`config.mk`:
```
export PLATFORM = sky130hd
export DESIGN_NAME = usb_txn_ctrl
export DESIGN_NICKNAME = d
export VERILOG_FILES = /design/src/rtl/usb_txn_pkg.sv /design/src/rtl/usb_txn_timer.sv /design/src/rtl/usb_txn_ctrl.sv
export SDC_FILE = /design/constraint.sdc
export NUM_CORES = 1
export LEC_CHECK = 0
export CAP_MARGIN = 20
export CORE_ASPECT_RATIO = 0.75
export CORE_MARGIN = 2
export CORE_UTILIZATION = 50
export DETAILED_ROUTE_END_ITERATION = 10
export MAX_ROUTING_LAYER = met4
export PLACE_DENSITY_LB_ADDON = 0.05
export SETUP_SLACK_MARGIN = 0.5
export SLEW_MARGIN = 20
export SYNTH_ARGS = -nofsm -noshare
export SYNTH_HDL_FRONTEND = slang
export SYNTH_SLANG_ARGS = --single-unit
```
`constraint.sdc`:
```
create_clock -name clk -period 2.4 [get_ports clk]
set_input_delay 0.24 -clock clk [delete_from_list [all_inputs] [get_ports clk]]
set_output_delay 0.24 -clock clk [all_outputs]
set_load 0.05 [all_outputs]
```
`src/rtl/usb_txn_pkg.sv`:
```
// usb_txn_pkg: shared types for the USB device transaction sequencer.
// Holds the decoded rx PID encoding, the transmit request encoding, the sequencer
// state encoding and the post-transmit action code. The AHB subordinate and the
// transmitter import this package as well.
// Related build macro: USB_TXN_STALL_EN (see usb_txn_ctrl).
package usb_txn_pkg;

  typedef enum logic [2:0] {
    RX_NONE  = 3'd0,
    RX_OUT   = 3'd1,
    RX_IN    = 3'd2,
    RX_DATA0 = 3'd3,
    RX_DATA1 = 3'd4,
    RX_ACK   = 3'd5,
    RX_NAK   = 3'd6,
    RX_OTHER = 3'd7
  } rx_pid_t;

  typedef enum logic [2:0] {
    TX_NONE  = 3'd0,
    TX_DATA0 = 3'd1,
    TX_DATA1 = 3'd2,
    TX_ACK   = 3'd3,
    TX_NAK   = 3'd4,
    TX_STALL = 3'd5
  } tx_pid_t;

  typedef enum logic [2:0] {
    ST_IDLE      = 3'd0,
    ST_OUT_WAIT  = 3'd1,
    ST_IN_DECIDE = 3'd2,
    ST_TX_REQ    = 3'd3,
    ST_TX_START  = 3'd4,
    ST_TX_BUSY   = 3'd5,
    ST_ACK_WAIT  = 3'd6
  } state_t;

  // What happens once the transmitter goes idle again.
  typedef enum logic [1:0] {
    POST_NONE     = 2'd0,
    POST_RX_DONE  = 2'd1,
    POST_ACK_WAIT = 2'd2
  } post_t;

endpackage

```
`src/rtl/usb_txn_timer.sv`:
```
// usb_txn_timer: saturating timeout counter for the transaction sequencer.
// Ports:
//   clk, rst  - clock, synchronous active-high reset
//   clear     - zero the counter (has priority over en)
//   en        - count one cycle while waiting
//   expired   - counter has reached TIMEOUT_CYCLES (holds there)
module usb_txn_timer #(
  parameter int unsigned TIMEOUT_CYCLES = 1024
) (
  input  logic clk,
  input  logic rst,
  input  logic clear,
  input  logic en,
  output logic expired
);

  localparam int unsigned CW = $clog2(TIMEOUT_CYCLES + 1);
  localparam logic [CW-1:0] LIMIT = CW'(TIMEOUT_CYCLES);

  logic [CW-1:0] count_q;

  always_ff @(posedge clk) begin
    if (rst) begin
      count_q <= '0;
    end else if (clear) begin
      count_q <= '0;
    end else if (en && !expired) begin
      count_q <= count_q + 1'b1;
    end
  end

  assign expired = (count_q == LIMIT);

endmodule

```
`src/rtl/usb_txn_ctrl.sv`:
```
// usb_txn_ctrl: USB device transaction sequencer.
// Watches decoded rx packets, chooses the handshake / data response, requests
// transmission, gates and flushes the shared data buffer and tracks the DATA0/1
// toggles for each direction. All outputs are registered.
// Ports:
//   clk, rst            - clock, synchronous active-high reset
//   rx_packet           - decoded rx PID (rx_pid_t), valid with rx_data_ready
//   rx_data_ready       - packet-complete pulse
//   rx_error            - receiver error pulse
//   tx_transfer_active  - transmitter busy
//   tx_error            - transmitter error pulse
//   buffer_occupancy    - bytes currently in the data buffer
//   tx_arm              - software staged an IN payload
//   toggle_clr          - force both toggles back to DATA0
//   stall               - (USB_TXN_STALL_EN only) answer tokens with STALL
//   tx_packet           - transmit request (tx_pid_t), one-cycle pulse
//   d_mode              - device owns the bus
//   flush               - one-cycle buffer flush
//   rx_accept           - receiver may store into the buffer
//   rx_done, tx_done, txn_error - one-cycle status pulses
//   tx_armed            - IN payload pending
// Build macro: USB_TXN_STALL_EN adds the stall input and STALL responses.
module usb_txn_ctrl
  import usb_txn_pkg::*;
#(
  parameter int unsigned TIMEOUT_CYCLES = 1024,
  parameter int unsigned BUF_DEPTH      = 64
) (
  input  logic                               clk,
  input  logic                               rst,
  input  logic [2:0]                         rx_packet,
  input  logic                               rx_data_ready,
  input  logic                               rx_error,
  input  logic                               tx_transfer_active,
  input  logic                               tx_error,
  input  logic [$clog2(BUF_DEPTH + 1)-1:0]   buffer_occupancy,
  input  logic                               tx_arm,
  input  logic                               toggle_clr,
`ifdef USB_TXN_STALL_EN
  input  logic                               stall,
`endif
  output logic [2:0]                         tx_packet,
  output logic                               d_mode,
  output logic                               flush,
  output logic                               rx_accept,
  output logic                               rx_done,
  output logic                               tx_done,
  output logic                               txn_error,
  output logic                               tx_armed
);

  state_t  state_q, state_d;
  tx_pid_t pid_q, pid_d;
  tx_pid_t tx_packet_q, tx_packet_d;
  post_t   post_q, post_d;
  logic    busy_q, busy_d;
  logic    in_path_q, in_path_d;
  logic    rx_tgl_q, rx_tgl_d;
  logic    tx_tgl_q, tx_tgl_d;
  logic    tx_armed_q, tx_armed_d;
  logic    rx_accept_q, rx_accept_d;
  logic    d_mode_q, d_mode_d;
  logic    flush_q, flush_d;
  logic    rx_done_q, rx_done_d;
  logic    tx_done_q, tx_done_d;
  logic    txn_error_q, txn_error_d;
  logic    arm_clr;
  logic    stall_on;
  logic    is_token, is_data;
  logic    tmr_clear, tmr_en, tmr_expired;

`ifdef USB_TXN_STALL_EN
  assign stall_on = stall;
`else
  assign stall_on = 1'b0;
`endif

  assign is_token = (rx_packet == RX_OUT) || (rx_packet == RX_IN);
  assign is_data  = (rx_packet == RX_DATA0) || (rx_packet == RX_DATA1);

  always_comb begin
    state_d     = state_q;
    pid_d       = pid_q;
    post_d      = post_q;
    busy_d      = busy_q;
    in_path_d   = in_path_q;
    rx_tgl_d    = rx_tgl_q;
    tx_tgl_d    = tx_tgl_q;
    rx_accept_d = rx_accept_q;
    tx_packet_d = TX_NONE;
    flush_d     = 1'b0;
    rx_done_d   = 1'b0;
    tx_done_d   = 1'b0;
    txn_error_d = 1'b0;
    arm_clr     = 1'b0;

    case (state_q)
      ST_IDLE: begin
        if (rx_data_ready && is_token) begin
          if (stall_on) begin
            // STALL takes the OUT_WAIT-like route so its latency matches other replies.
            pid_d     = TX_STALL;
            post_d    = POST_NONE;
            in_path_d = 1'b0;
            state_d   = ST_TX_REQ;
          end else if (rx_packet == RX_OUT) begin
            busy_d      = tx_armed_q || (buffer_occupancy != '0);
            rx_accept_d = !(tx_armed_q || (buffer_occupancy != '0));
            state_d     = ST_OUT_WAIT;
          end else begin
            state_d = ST_IN_DECIDE;
          end
        end
      end

      ST_OUT_WAIT: begin
        if (rx_error || tmr_expired || (rx_data_ready && !is_data)) begin
          flush_d     = rx_accept_q;
          txn_error_d = 1'b1;
          rx_accept_d = 1'b0;
          state_d     = ST_IDLE;
        end else if (rx_data_ready) begin
          rx_accept_d = 1'b0;
          in_path_d   = 1'b0;
          state_d     = ST_TX_REQ;
          if (busy_q) begin
            pid_d  = TX_NAK;
            post_d = POST_NONE;
          end else if ((rx_packet == RX_DATA1) == rx_tgl_q) begin
            pid_d  = TX_ACK;
            post_d = POST_RX_DONE;
          end else begin
            // Duplicate of data already taken: ACK it again and drop the copy.
            pid_d   = TX_ACK;
            post_d  = POST_NONE;
            flush_d = 1'b1;
          end
        end
      end

      ST_IN_DECIDE: begin
        in_path_d = 1'b1;
        state_d   = ST_TX_REQ;
        if (tx_armed_q) begin
          pid_d  = tx_tgl_q ? TX_DATA1 : TX_DATA0;
          post_d = POST_ACK_WAIT;
        end else begin
          pid_d  = TX_NAK;
          post_d = POST_NONE;
        end
        // IN replies are issued one cycle earlier so both token types see 2-cycle latency.
        tx_packet_d = pid_d;
      end

      ST_TX_REQ: begin
        if (!in_path_q) begin
          tx_packet_d = pid_q;
        end
        state_d = ST_TX_START;
      end

      ST_TX_START: begin
        if (tx_error || tmr_expired) begin
          txn_error_d = 1'b1;
          flush_d     = 1'b1;
          arm_clr     = 1'b1;
          state_d     = ST_IDLE;
        end else if (tx_transfer_active) begin
          state_d = ST_TX_BUSY;
        end
      end

      ST_TX_BUSY: begin
        if (tx_error) begin
          txn_error_d = 1'b1;
          flush_d     = 1'b1;
          arm_clr     = 1'b1;
          state_d     = ST_IDLE;
        end else if (!tx_transfer_active) begin
          state_d = ST_IDLE;
          case (post_q)
            POST_RX_DONE: begin
              // Toggle flips only once the ACK has actually gone out.
              rx_done_d = 1'b1;
              rx_tgl_d  = !rx_tgl_q;
            end
            POST_ACK_WAIT: state_d = ST_ACK_WAIT;
            default: ;
          endcase
        end
      end

      ST_ACK_WAIT: begin
        if (rx_error || tmr_expired || (rx_data_ready && (rx_packet != RX_ACK))) begin
          txn_error_d = 1'b1;
          flush_d     = 1'b1;
          arm_clr     = 1'b1;
          state_d     = ST_IDLE;
        end else if (rx_data_ready) begin
          tx_tgl_d  = !tx_tgl_q;
          tx_done_d = 1'b1;
          arm_clr   = 1'b1;
          state_d   = ST_IDLE;
        end
      end

      default: state_d = ST_IDLE;
    endcase

    if (toggle_clr) begin
      rx_tgl_d = 1'b0;
      tx_tgl_d = 1'b0;
    end

    // A fresh arm beats a same-cycle clear.
    tx_armed_d = tx_arm ? 1'b1 : (arm_clr ? 1'b0 : tx_armed_q);

    d_mode_d = (state_d == ST_TX_REQ) || (state_d == ST_TX_START) ||
               (state_d == ST_TX_BUSY);
  end

  assign tmr_en    = (state_q == ST_OUT_WAIT) || (state_q == ST_TX_START) ||
                     (state_q == ST_ACK_WAIT);
  assign tmr_clear = (state_d != state_q) &&
                     ((state_d == ST_OUT_WAIT) || (state_d == ST_TX_START) ||
                      (state_d == ST_ACK_WAIT));

  usb_txn_timer #(
    .TIMEOUT_CYCLES(TIMEOUT_CYCLES)
  ) u_timer (
    .clk     (clk),
    .rst     (rst),
    .clear   (tmr_clear),
    .en      (tmr_en),
    .expired (tmr_expired)
  );

  always_ff @(posedge clk) begin
    if (rst) begin
      state_q     <= ST_IDLE;
      pid_q       <= TX_NONE;
      tx_packet_q <= TX_NONE;
      post_q      <= POST_NONE;
      busy_q      <= 1'b0;
      in_path_q   <= 1'b0;
      rx_tgl_q    <= 1'b0;
      tx_tgl_q    <= 1'b0;
      tx_armed_q  <= 1'b0;
      rx_accept_q <= 1'b0;
      d_mode_q    <= 1'b0;
      flush_q     <= 1'b0;
      rx_done_q   <= 1'b0;
      tx_done_q   <= 1'b0;
      txn_error_q <= 1'b0;
    end else begin
      state_q     <= state_d;
      pid_q       <= pid_d;
      tx_packet_q <= tx_packet_d;
      post_q      <= post_d;
      busy_q      <= busy_d;
      in_path_q   <= in_path_d;
      rx_tgl_q    <= rx_tgl_d;
      tx_tgl_q    <= tx_tgl_d;
      tx_armed_q  <= tx_armed_d;
      rx_accept_q <= rx_accept_d;
      d_mode_q    <= d_mode_d;
      flush_q     <= flush_d;
      rx_done_q   <= rx_done_d;
      tx_done_q   <= tx_done_d;
      txn_error_q <= txn_error_d;
    end
  end

  assign tx_packet = tx_packet_q;
  assign d_mode    = d_mode_q;
  assign flush     = flush_q;
  assign rx_accept = rx_accept_q;
  assign rx_done   = rx_done_q;
  assign tx_done   = tx_done_q;
  assign txn_error = txn_error_q;
  assign tx_armed  = tx_armed_q;

endmodule

```
==> metrics.yaml <==
status: "completed"
setup.worst_path.class: "reg2reg"
grt_pass1_vias: 1716
worstMarginPinSlew_ns: 0.753
hold_path.class: "reg2reg"
slew_headroom_pct: 49.4
die_w_um: 73.8
r2r_start: "u_timer.count_q[0]"
ys_seq_elements: 33
drive_above_1_share_pct: 32.5
rsz0062_at_grt: "true"
p_leak_nw: 1.02
cts.path.max_buffers: 2
ios: 28
vias: 1866
coreArea_sq_um: 3400
rows: 18
slew_violations: 0
critPathRequiredTime_ns: 2.58
route.detailed.vias_per_inst: 5.87
antenna_cells: 0
cts_buffers: 5
dpl.hpwl_um: 3510
synth_edf_count: 0
clk_latency_ns: 0.29
drt-wirelength-per-cell_um: 16.4
ir_drop_mv: 0.555
synthesis.nets: 231
drt_iter0_markers: 192
rr_endpoint: "u_timer.count_q[7]"
hold_end: "pid_q[2]"
worst_r2r_path_depth: 10
cp-start-kind: "register"
h-tree-depth: 2
cp-end-kind: "register"
syn_to_final_growth_pct: 45.7
hold_viol_final: 0
synth_ff_type: "dfxtp_1"
tns_ns: 0
crit_arrival_ns: 2.38
yosys_warnings: 0
first_pass_iters: 4
grt_max_degree: 21
cts_tree: "built"
final_cell_area_sq_um: 2660
holdPathStages: 2
synth_cells: 211
timing.critical_path.slowest_cell_delay_ns: 0.35
place_area_sq_um: 2300
finalNetCount: 287
synth_area_sq_um: 1830
clk_pin_slew_ns: 0.07
antenna_found_initial: 0
dieArea_sq_um: 4160
dieHeight_um: 56.4
setup_violations: 0
wl_um: 5200
place.gp.congestion: 0.957
cp_max_fo: 7
yosysSeqAreaShare_pct: 36.1
final_util_pct: 78.3
grt_pass1_wl_um: 8360
fin_crit_sh_pct: 91.8
cap_violations: 0
synth_cell_types: 56
ant_nets: 0
cts_root_buf: "clkbuf_8"
timing.fmax_mhz: 454
drc_errors: 0
slowest_stage: "dfxtp_4"
r2r_slack_ns: 0.20
gr-usage-all-layers_pct: 26.7
worstPathBufferInverterCount: 3
crit_chain: "inv_4 > ha_4 > and4bb_2 > a31oi_4 > buf_6 > a211oi_4 > a31oi_1 > o211ai_1 > buf_4 > a21oi_2"
async_flop_share_pct: 0
period_minus_slack_ns: 2.20
grt_overflow: 0
cts.sinks: 33
placed_cells_incl_taps: 302
p_per_area_nw_per_um2: 499
layout.cells.non_filler: 318
avgSynthCellArea_sq_um: 8.66
min_from: "pid_q[2]"
start_util_pct: 53.8
final.setup_skew_ns: 0.00866
io_buffers: 27
path_delay_family: "compound AO/OA/AOI/OAI gates"
path_depth: 10
==> how the worst max path moves through the flow <==
stage                        from  slack, ns                 end
5_1_grt        u_timer.count_q[0]       0.14  u_timer.count_q[1]
2_1_floorplan  u_timer.count_q[0]       0.31  u_timer.count_q[0]
3_5_place_dp         rx_packet[1]      -0.07  u_timer.count_q[3]
6_report       u_timer.count_q[0]       0.20  u_timer.count_q[7]
3_3_place_gp        rx_data_ready      -0.03  u_timer.count_q[7]
4_1_cts                state_q[1]       0.21  u_timer.count_q[7]
==> power by group <==
| group | internal (W) | switching, W |
|---|---|---|
| registers | 0.000559 | 0.0000119 |
| logic | 0.000107 | 0.000114 |
| clock network | 0.000338 | 0.000199 |
| total | 0.00100 | 0.000324 |
==> area by class of cell <==
type | count | area, sq um
Clock buffer | 7 | 86.3
Clock inverter | 1 | 30.0
Fill cell | 217 | 738
Inverter | 9 | 38.8
Multi-Input combinational cell | 159 | 1230
Sequential cell | 33 | 669
Tap cell | 50 | 62.6
Timing Repair Buffer | 59 | 547
==> cells in the mapped netlist, types with 4 or more instances <==
library cell	number	area share, %
dfxtp_1	33	36
nor2_1	26	5.3
a21oi_1	12	3.3
nand2_1	12	2.5
a31oi_1	11	3.8
nor3_1	10	2.7
inv_1	9	1.8
a21oi_2	8	3.8
nand3_1	8	2.2
xnor2_1	8	3.8
nor4_1	5	1.7
xor2_1	4	1.9
==> routing by layer <==
metal	wire length, um	track usage (%)
met5	0	-
met4	114	7.01
met1	2370	37.2
met2	2300	38.3
met3	419	6.82
==> placed cells by master, fill, tap and decap left out, drive strengths merged, types with 4 or more instances in the layout <==
| master | instances |
|---|---|
| buf | 32 |
| inv | 9 |
| nor3 | 10 |
| a31oi | 12 |
| a21oi | 20 |
| clkbuf | 7 |
| clkdlybuf4s50 | 23 |
| nand2 | 12 |
| nor2 | 26 |
| nand3 | 8 |
| xnor2 | 8 |
| nor4 | 6 |
| xor2 | 4 |
| and3 | 5 |
| dfxtp | 33 |
==> cells by family after synthesis <==
family | after synthesis | synth area share [%]
simple gates | 92 | 29.0
compound gates | 51 | 21.4
flops | 33 | 36.1
buf+inv | 19 | 5.27
xor+xnor | 12 | 5.75
mux | 2 | 1.10
fa+ha+maj | 2 | 1.37
==> metrics by stage <==
stage	setup WS (ns)	total power [W]	hold slack, ns
CTS	0.213	0.00131	0.482
finish	0.198	0.00133	0.485
detailed placement	-0.0700	0.000769	0.471
floorplan	0.312	0.000686	0.319
global placement	-0.0326	0.000764	0.467
global route	0.144	0.00138	0.537
==> tightest hold or removal path, stage by stage, from the launching register on <==
cell,delay [ns]
dfxtp_1,0.32
nand2_1,0.05
a31oi_1,0.07
==> sequential cells by signal, summed over array words and instances (netlist names) <==
| name | flops |
|---|---|
| u_timer.count_q | 11 |
| rx_tgl_q | 1 |
| flush | 1 |
| d_mode | 1 |
| state_q | 3 |
| tx_packet | 3 |
| in_path_q | 1 |
| txn_error | 1 |
| tx_armed | 1 |
| tx_done | 1 |
| rx_accept | 1 |
| tx_tgl_q | 1 |
| post_q | 2 |
| rx_done | 1 |
| busy_q | 1 |
| pid_q | 3 |
==> what timing repair did <==
action                                 in CTS  in global routing
pin swaps                                  14                 19
setup buffers                               5                  3
endpoints found under the hold margin       0                  0
setup endpoints to repair                  18                 23
hold buffers                                0                  0
gates resized for setup                    20                 24
Note: power is estimated with default switching activity, not from simulation.
